--- config.mk ---
export PLATFORM = sky130hd
export DESIGN_NAME = mic1_run_ctrl_flat
export DESIGN_NICKNAME = d
export VERILOG_FILES = /design/src/rtl/mic1_run_ctrl_if.sv /design/src/rtl/mic1_run_ctrl.sv /design/src/flat_wrapper.sv
export SDC_FILE = /design/constraint.sdc
export NUM_CORES = 1
export LEC_CHECK = 0
export ABC_CLOCK_PERIOD_IN_PS = 3200
export CAP_MARGIN = 40
export CELL_PAD_IN_SITES_DETAIL_PLACEMENT = 1
export CELL_PAD_IN_SITES_GLOBAL_PLACEMENT = 1
export CORE_UTILIZATION = 45
export CTS_CLUSTER_SIZE = 10
export DETAILED_ROUTE_END_ITERATION = 12
export PLACE_DENSITY = 0.81
export SLEW_MARGIN = 25
export SYNTH_ARGS = -nofsm -noshare
export SYNTH_HDL_FRONTEND = slang
export SYNTH_SLANG_ARGS = --single-unit
--- constraint.sdc ---
create_clock -name clk -period 3.2 [get_ports clk]
set_input_delay 0.32 -clock clk [delete_from_list [all_inputs] [get_ports clk]]
set_output_delay 0.32 -clock clk [all_outputs]
set_load 0.05 [all_outputs]
--- src/rtl/mic1_run_ctrl_if.sv ---
// Core-facing signals of the MIC-1 run controller: clock enable out, boundary/halt in.
// Breakpoint signals are present only when MIC1_RUN_CTRL_BREAK_EN is defined.
interface mic1_run_ctrl_if;
  logic        instr_boundary;
  logic        cpu_halt;
  logic        cpu_ce;
`ifdef MIC1_RUN_CTRL_BREAK_EN
  logic [11:0] cpu_pc;
  logic [11:0] bp_addr;
  logic        bp_valid;
  logic        bp_hit;

  modport master (
    input  instr_boundary,
    input  cpu_halt,
    input  cpu_pc,
    input  bp_addr,
    input  bp_valid,
    output cpu_ce,
    output bp_hit
  );

  modport slave (
    output instr_boundary,
    output cpu_halt,
    output cpu_pc,
    output bp_addr,
    output bp_valid,
    input  cpu_ce,
    input  bp_hit
  );
`else
  modport master (
    input  instr_boundary,
    input  cpu_halt,
    output cpu_ce
  );

  modport slave (
    output instr_boundary,
    output cpu_halt,
    input  cpu_ce
  );
`endif
endinterface

--- src/rtl/mic1_run_ctrl.sv ---
// Run/step/stop sequencer for the MIC-1 core: button conditioning, clock-enable FSM, cycle counter.
// Optional breakpoint stop in RUN is enabled by defining MIC1_RUN_CTRL_BREAK_EN.
module mic1_run_ctrl #(
  parameter int DEBOUNCE_CYCLES = 60000,
  parameter int CNT_W           = 32
) (
  input  logic             clk,
  input  logic             rst,
  input  logic             btn_run,
  input  logic             btn_step,
  input  logic             btn_stop,
  mic1_run_ctrl_if.master  core,
  output logic [1:0]       state_o,
  output logic [CNT_W-1:0] cycle_cnt,
  output logic             run_led,
  output logic             halt_led
);

  localparam int DB_W = $clog2(DEBOUNCE_CYCLES + 1);
  localparam logic [DB_W-1:0] DB_LAST = DB_W'(DEBOUNCE_CYCLES - 1);

  typedef enum logic [1:0] {
    ST_STOPPED = 2'b00,
    ST_RUN     = 2'b01,
    ST_STEP    = 2'b10,
    ST_HALTED  = 2'b11
  } state_t;

  // Button index: 0 run, 1 step, 2 stop.
  logic [2:0]      btn_raw;
  logic [2:0]      sync1_q, sync2_q;
  logic [2:0]      stable_q, stable_d;
  logic [2:0]      press_q, press_d;
  logic [DB_W-1:0] db_cnt_q [3];
  logic [DB_W-1:0] db_cnt_d [3];

  assign btn_raw = {btn_stop, btn_step, btn_run};

  // The counter counts consecutive samples that disagree with the accepted level.
  always_comb begin
    for (int i = 0; i < 3; i++) begin
      stable_d[i] = stable_q[i];
      press_d[i]  = 1'b0;
      db_cnt_d[i] = '0;
      if (sync2_q[i] != stable_q[i]) begin
        if (db_cnt_q[i] == DB_LAST) begin
          stable_d[i] = sync2_q[i];
          press_d[i]  = sync2_q[i];
        end else begin
          db_cnt_d[i] = db_cnt_q[i] + DB_W'(1);
        end
      end
    end
  end

  always_ff @(posedge clk or posedge rst) begin
    if (rst) begin
      sync1_q  <= '0;
      sync2_q  <= '0;
      stable_q <= '0;
      press_q  <= '0;
      for (int i = 0; i < 3; i++) db_cnt_q[i] <= '0;
    end else begin
      sync1_q  <= btn_raw;
      sync2_q  <= sync1_q;
      stable_q <= stable_d;
      press_q  <= press_d;
      for (int i = 0; i < 3; i++) db_cnt_q[i] <= db_cnt_d[i];
    end
  end

  logic stop_p, step_p, run_p;

  assign stop_p = press_q[2];
  assign step_p = press_q[1] & ~press_q[2];
  assign run_p  = press_q[0] & ~press_q[1] & ~press_q[2];

  state_t           state_q, state_d;
  logic             cpu_ce_q, cpu_ce_d;
  logic             run_led_q, run_led_d;
  logic             halt_led_q, halt_led_d;
  logic [CNT_W-1:0] cnt_q, cnt_d;
  logic             halt_now, bound_now;

  assign halt_now  = core.cpu_halt & cpu_ce_q;
  assign bound_now = core.instr_boundary & cpu_ce_q;

`ifdef MIC1_RUN_CTRL_BREAK_EN
  logic bp_now;
  logic bp_hit_q, bp_hit_d;

  assign bp_now = bound_now & core.bp_valid & (core.cpu_pc == core.bp_addr);
`endif

  always_comb begin
    state_d = state_q;
`ifdef MIC1_RUN_CTRL_BREAK_EN
    bp_hit_d = 1'b0;
`endif
    case (state_q)
      ST_STOPPED: begin
        if (run_p) begin
          state_d = ST_RUN;
        end else if (step_p) begin
          state_d = ST_STEP;
        end
      end
      ST_RUN: begin
        if (halt_now) begin
          state_d = ST_HALTED;
`ifdef MIC1_RUN_CTRL_BREAK_EN
        end else if (bp_now) begin
          state_d  = ST_STOPPED;
          bp_hit_d = 1'b1;
`endif
        end else if (stop_p) begin
          state_d = ST_STEP;
        end
      end
      // STEP and STOPPING share this state: finish the current macroinstruction.
      ST_STEP: begin
        if (halt_now) begin
          state_d = ST_HALTED;
        end else if (bound_now) begin
          state_d = ST_STOPPED;
        end
      end
      ST_HALTED: state_d = ST_HALTED;
      default:   state_d = ST_STOPPED;
    endcase

    cpu_ce_d   = (state_d == ST_RUN) || (state_d == ST_STEP);
    run_led_d  = (state_d == ST_RUN);
    halt_led_d = (state_d == ST_HALTED);
  end

  always_comb begin
    cnt_d = cnt_q;
    if (cpu_ce_q && (cnt_q != {CNT_W{1'b1}})) begin
      cnt_d = cnt_q + CNT_W'(1);
    end
  end

  always_ff @(posedge clk or posedge rst) begin
    if (rst) begin
      state_q    <= ST_STOPPED;
      cpu_ce_q   <= 1'b0;
      run_led_q  <= 1'b0;
      halt_led_q <= 1'b0;
      cnt_q      <= '0;
`ifdef MIC1_RUN_CTRL_BREAK_EN
      bp_hit_q   <= 1'b0;
`endif
    end else begin
      state_q    <= state_d;
      cpu_ce_q   <= cpu_ce_d;
      run_led_q  <= run_led_d;
      halt_led_q <= halt_led_d;
      cnt_q      <= cnt_d;
`ifdef MIC1_RUN_CTRL_BREAK_EN
      bp_hit_q   <= bp_hit_d;
`endif
    end
  end

  assign core.cpu_ce = cpu_ce_q;
`ifdef MIC1_RUN_CTRL_BREAK_EN
  assign core.bp_hit = bp_hit_q;
`endif
  assign state_o   = state_q;
  assign cycle_cnt = cnt_q;
  assign run_led   = run_led_q;
  assign halt_led  = halt_led_q;

endmodule
--- src/flat_wrapper.sv ---
// flat-port wrapper written by rule: the top's interface ports become plain ports
module mic1_run_ctrl_flat 
#(
  parameter int DEBOUNCE_CYCLES = 60000,
  parameter int CNT_W           = 32
)
  (clk, rst, btn_run, btn_step, btn_stop, state_o, cycle_cnt, run_led, halt_led, core_instr_boundary, core_cpu_halt, core_cpu_ce);
  mic1_run_ctrl_if core_i ();
  input  logic clk;
  input  logic rst;
  input  logic btn_run;
  input  logic btn_step;
  input  logic btn_stop;
  output logic [1:0] state_o;
  output logic [CNT_W-1:0] cycle_cnt;
  output logic run_led;
  output logic halt_led;
  input wire logic [$bits(core_i.instr_boundary)-1:0] core_instr_boundary;
  input wire logic [$bits(core_i.cpu_halt)-1:0] core_cpu_halt;
  output wire logic [$bits(core_i.cpu_ce)-1:0] core_cpu_ce;
  assign core_i.instr_boundary = core_instr_boundary;
  assign core_i.cpu_halt = core_cpu_halt;
  assign core_cpu_ce = core_i.cpu_ce;
  mic1_run_ctrl #(.DEBOUNCE_CYCLES(DEBOUNCE_CYCLES), .CNT_W(CNT_W)) u_core (.clk(clk), .rst(rst), .btn_run(btn_run), .btn_step(btn_step), .btn_stop(btn_stop), .core(core_i), .state_o(state_o), .cycle_cnt(cycle_cnt), .run_led(run_led), .halt_led(halt_led));
endmodule
# Word level (Yosys, flattened, before mapping)
# Cells that the tools add are included.
# totals
in_bits,7
elab_cells,63
output_inout_bits,37
reg_bits,97
# op_classes
n_reduce_logical,6
eq_ne,13
addsub,4
bitwise,7
n_mux,19
# op_table
op,count
$mux 16,6
$add 16x1->16 const B,3
$eq 16x16->1 const B,3
$add 32x1->32 const B,1
$ne 32x32->1 const B,1
$mux 2,6
$eq 2x2->1 const B,4
$pmux 2 s4,1
$mux 1,6
$reduce_and 2->1,3
$and 1x1->1,5
$eq 2x1->1 const B,2
$ne 1x1->1,3
$logic_not 2->1,1
$not 1->1,2
$logic_and 1x1->1,1
$logic_or 1x1->1,1

# Longest topological paths before layout
# logic_depth
ltp_word,7
ltp_mapped,8
mapped_depth_nobuf,6

# Least setup slack after synthesis
# Ideal clock, no wire load.
# synth_path
path_kind,register to register
from,"reg u_core.cnt_q[8], in the netlist u_core.cycle_cnt[8]"
to,"reg u_core.cnt_q[31], in the netlist u_core.cycle_cnt[31]"
slack_ns,0.976
setup_time_ns,0.141
n_path_buf,0
period_less_slack_ns,2.224
required_time_ns,3.059
t_arrival_ns,2.083
path_stages_with_launch,6
path_cell_list,dfrtp_1 -> nand4_1 -> or4_4 -> a311oi_4 -> nand4_1 -> xnor2_1
# synth_between
elab_chain_len,2
word_cells_on_any_way,3
cone_classes,1 x add/sub; 1 x eq/ne; 1 x reduce/logical
# synth_lines
element,line_no,text
start: declaration,mic1_run_ctrl.sv:82,"logic [CNT_W-1:0] cnt_q, cnt_d;"
start signal: assignment,mic1_run_ctrl.sv:159,cnt_q <= cnt_d;
"parallel branches: the longest is 2 deep, another holds $add 32x1->32",-,
# Several ways; the timed one is not identified.
# A chain may end at the register's enable or synchronous reset.

# Worst setup path after layout
# layout_path
from,"reg u_core.cnt_q[8], in the netlist u_core.cycle_cnt[8]"
to,"reg u_core.cnt_q[30], in the netlist u_core.cycle_cnt[30]"
# Same word-level chain as after synthesis.

==> impl_metrics.py <==
metrics = {
    "status": {
        "status": "completed",
    },
    "setup_path": {
        "cp_max_fo": 6,
        "critPathArrivalTime_ns": 2.34,
        "worstSetupStartpointType": "flop",
        "required_ns": 3.44,
        "cp-end-kind": "flop",
        "path_class": "reg2reg",
    },
    "die": {
        "core_area_um2": 9415,
        "ioPinCount": 44,
        "initial_utilization_pct": 47.34,
        "die_area_um2": 10310,
        "rows": 35,
        "fp.dieW_um": 101.5,
        "die_h_um": 101.5,
    },
    "clocking": {
        "cts-root-buf": "clkbuf_8",
        "postCtsSetupRepairBufs": 0,
        "htreeDepth": 3,
        "cts_hold_buf": 0,
        "clk_pin_slew_ns": 0.09,
        "clk_latency_ns": 0.35,
        "clock_sinks": 97,
        "cts_tree": "done",
        "ctsResizeCount": 0,
        "numCtsBuffers": 9,
        "cts_buffer_depth": 2,
    },
    "layout": {
        "fin_area_um2": 5235,
        "layoutNonFillerInstCount": 599,
        "drive_gt1_share_pct": 7.021,
        "area_growth_pct": 17.46,
        "n_antenna_cell": 0,
        "fin_nets": 479,
    },
    "placed_design": {
        "io_buffers": 43,
        "hpwlAfterDp_um": 6741,
        "dp.cells": 584,
        "gp_congestion": 0.7944,
        "placed_cell_area_um2": 5031,
    },
    "pwr": {
        "p_int_mw": 1.939,
        "switchingPower_mw": 0.9363,
        "combPwrFrac_pct": 22.8,
        "p_sw_share_pct": 32.56,
        "p_per_area_nw_per_um2": 549.3,
        "p_seq_share_pct": 49.3,
        "p_leak_nw": 2.268,
        "vdd_drop_max_mv": 0.3529,
        "p_clk_share_pct": 27.9,
    },
    "route": {
        "wire_per_inst_um": 15.35,
        "via_per_inst": 5.272,
        "drt-initial-drc-count": 98,
        "wirelength_um": 9196,
        "via_count": 3158,
        "drc_errors": 0,
        "ant_nets": 0,
        "drt_first_pass_iters": 4,
    },
    "synthesis": {
        "synth_nets": 432,
        "synth_seq_cells": 97,
        "synth_edf_count": 0,
        "ys.flop_type": "dfrtp_1",
        "avgSynthCellArea_um2": 10.64,
        "synthCells": 419,
        "synth-seq-area-share_pct": 54.46,
        "async_reset_ff_share_pct": 100.0,
        "netlist_area_um2": 4457,
        "ys.warnings.count": 0,
        "yosysUniqueCellTypes": 38,
    },
    "grt": {
        "grt_pass1_wl_um": 16170,
        "overflow": 0,
        "antenna_found_initial": 0,
        "grt_usage_pct": 20.04,
        "grt_start_max_net_pins": 52,
        "grt_pass1_vias": 3337,
    },
    "timing": {
        "slew_viol_final": 0,
        "rsz0062_at_grt": "no",
        "hold_viol": 0,
        "tightest_slew_ns": 0.6899,
        "setup_violations": 0,
        "skew_ns": 0.01377,
        "period_share_pct": 65.66,
        "clock.fmax_ghz": 0.4759,
        "finalSetupTns_ns": 0,
        "fin_crit_ns": 2.101,
        "maxSlewHeadroom_pct": 53.58,
    },
    "worst_hold_path": {
        "min_path_type": "reg2reg",
    },
    "run": {
        "cap_violations": 0,
    },
}
-- Yosys cell counts (all sizes together), types with 2 or more instances --
| cell | instances | area share, % |
|---|---|---|
| a31oi | 3 | 0.56 |
| nor3b | 8 | 1.3 |
| nand3 | 28 | 3.1 |
| nor2 | 64 | 5.4 |
| or2 | 5 | 0.70 |
| ha | 6 | 1.7 |
| xnor2 | 36 | 7.1 |
| nand2 | 29 | 2.4 |
| xor2 | 39 | 7.7 |
| nor3 | 15 | 1.7 |
| clkbuf | 4 | 0.34 |
| or4b | 2 | 0.45 |
| a21oi | 5 | 0.56 |
| mux2 | 4 | 1.1 |
| and3 | 10 | 1.4 |
| buf | 4 | 0.56 |
| and4 | 6 | 1.2 |
| nor4 | 2 | 0.62 |
| nand4 | 25 | 3.6 |
| inv | 14 | 1.2 |
| or3 | 2 | 0.28 |
| dfrtp | 97 | 54 |
-- metrics by stage --
step / util [%] / hold slack [ns] / power [mW] / setup slack [ns]
after floorplan: - / 0.3312 / 1.863 / 0.3463
after global placement: 53.44 / 0.3336 / 2.078 / 1.237
after detailed placement: 53.44 / 0.3378 / 2.105 / 1.139
after CTS: 55.60 / 0.3596 / 2.920 / 1.089
after global routing: 55.60 / 0.3750 / 3.015 / 0.8903
final: 55.60 / 0.3560 / 2.875 / 1.099
-- layer usage --
layer	global-route usage (%)	vias up	share of wire (%)
met1	25.25	1590	45
met4	7.358	0	1.5
met3	3.244	9	2.1
li1	-	1524	-
met5	0	-	0
met2	34.77	35	52
-- area by class of cell --
cell class,instances,area [um^2]
clock buffers,11,151.4
fillers,1050,4180
well taps,129,161.4
inverters,14,55.05
flip-flops and latches,97,2427
clock inverters,4,52.55
multi-input cells,300,1937
repair buffers,44,450.4
-- power groups by stage --
stage	Combinational, mW	Sequential [mW]	Clock, mW
floorplan	0.205	1.66	0
global placement	0.649	1.43	0
detailed placement	0.664	1.44	0
CTS	0.666	1.42	0.838
global route	0.706	1.43	0.877
finish	0.656	1.42	0.803
-- sequential cells by signal, summed over array words and instances (netlist names) --
| register | count |
|---|---|
| u_core.db_cnt_q | 48 |
| u_core.cycle_cnt | 32 |
| u_core.press_q | 3 |
| u_core.stable_q | 3 |
| u_core.sync1_q | 3 |
| u_core.sync2_q | 3 |
| u_core.state_o | 2 |
| u_core.core.cpu_ce | 1 |
| u_core.halt_led | 1 |
| u_core.run_led | 1 |
-- worst max-delay path, cell delays in order, from the launching register on --
cell     delay, ns
dfrtp_1       0.44
and3_1        0.28
nand3_1       0.22
nor4_1        0.68
nand4_1       0.21
xnor2_1       0.17
-- path summary, 6_finish.rpt --
check,startpoint,to,slack (ns),depth (start not counted)
setup / recovery,u_core.cycle_cnt[8],u_core.cycle_cnt[30],1.10,5
hold / removal,u_core.sync1_q[0],u_core.sync2_q[0],0.36,0
setup reg to reg,u_core.cycle_cnt[8],u_core.cycle_cnt[30],1.10,5
hold reg to reg,u_core.sync1_q[0],u_core.sync2_q[0],0.36,0
max in group asynchronous,rst,u_core.press_q[1],2.14,3
min in group asynchronous,rst,u_core.cycle_cnt[9],0.38,2
-- cells in the final DEF, fill, tap and decap left out, types with 8 or more instances in the layout --
cell / n
nand4_1: 24
and3_1: 10
xnor2_1: 36
dfrtp_1: 97
xor2_1: 39
nor2_1: 64
clkbuf_8: 11
nand2_1: 29
nor3_1: 15
inv_1: 13
nor3b_1: 8
nand3_1: 28
clkdlybuf4s50_1: 43
-- cell families after synthesis --
kind of cell | count (synthesis) | share of synthesized area (%)
AND/OR/NAND/NOR | 200 | 23.05
adder cells (fa/ha/maj) | 6 | 1.684
multiplexers | 4 | 1.095
flip-flops | 97 | 54.46
AO/OA/AOI/OAI | 15 | 2.892
XOR/XNOR | 75 | 14.74
buffers and inverters | 22 | 2.077
No activity file was read; power rests on OpenSTA's default activity.
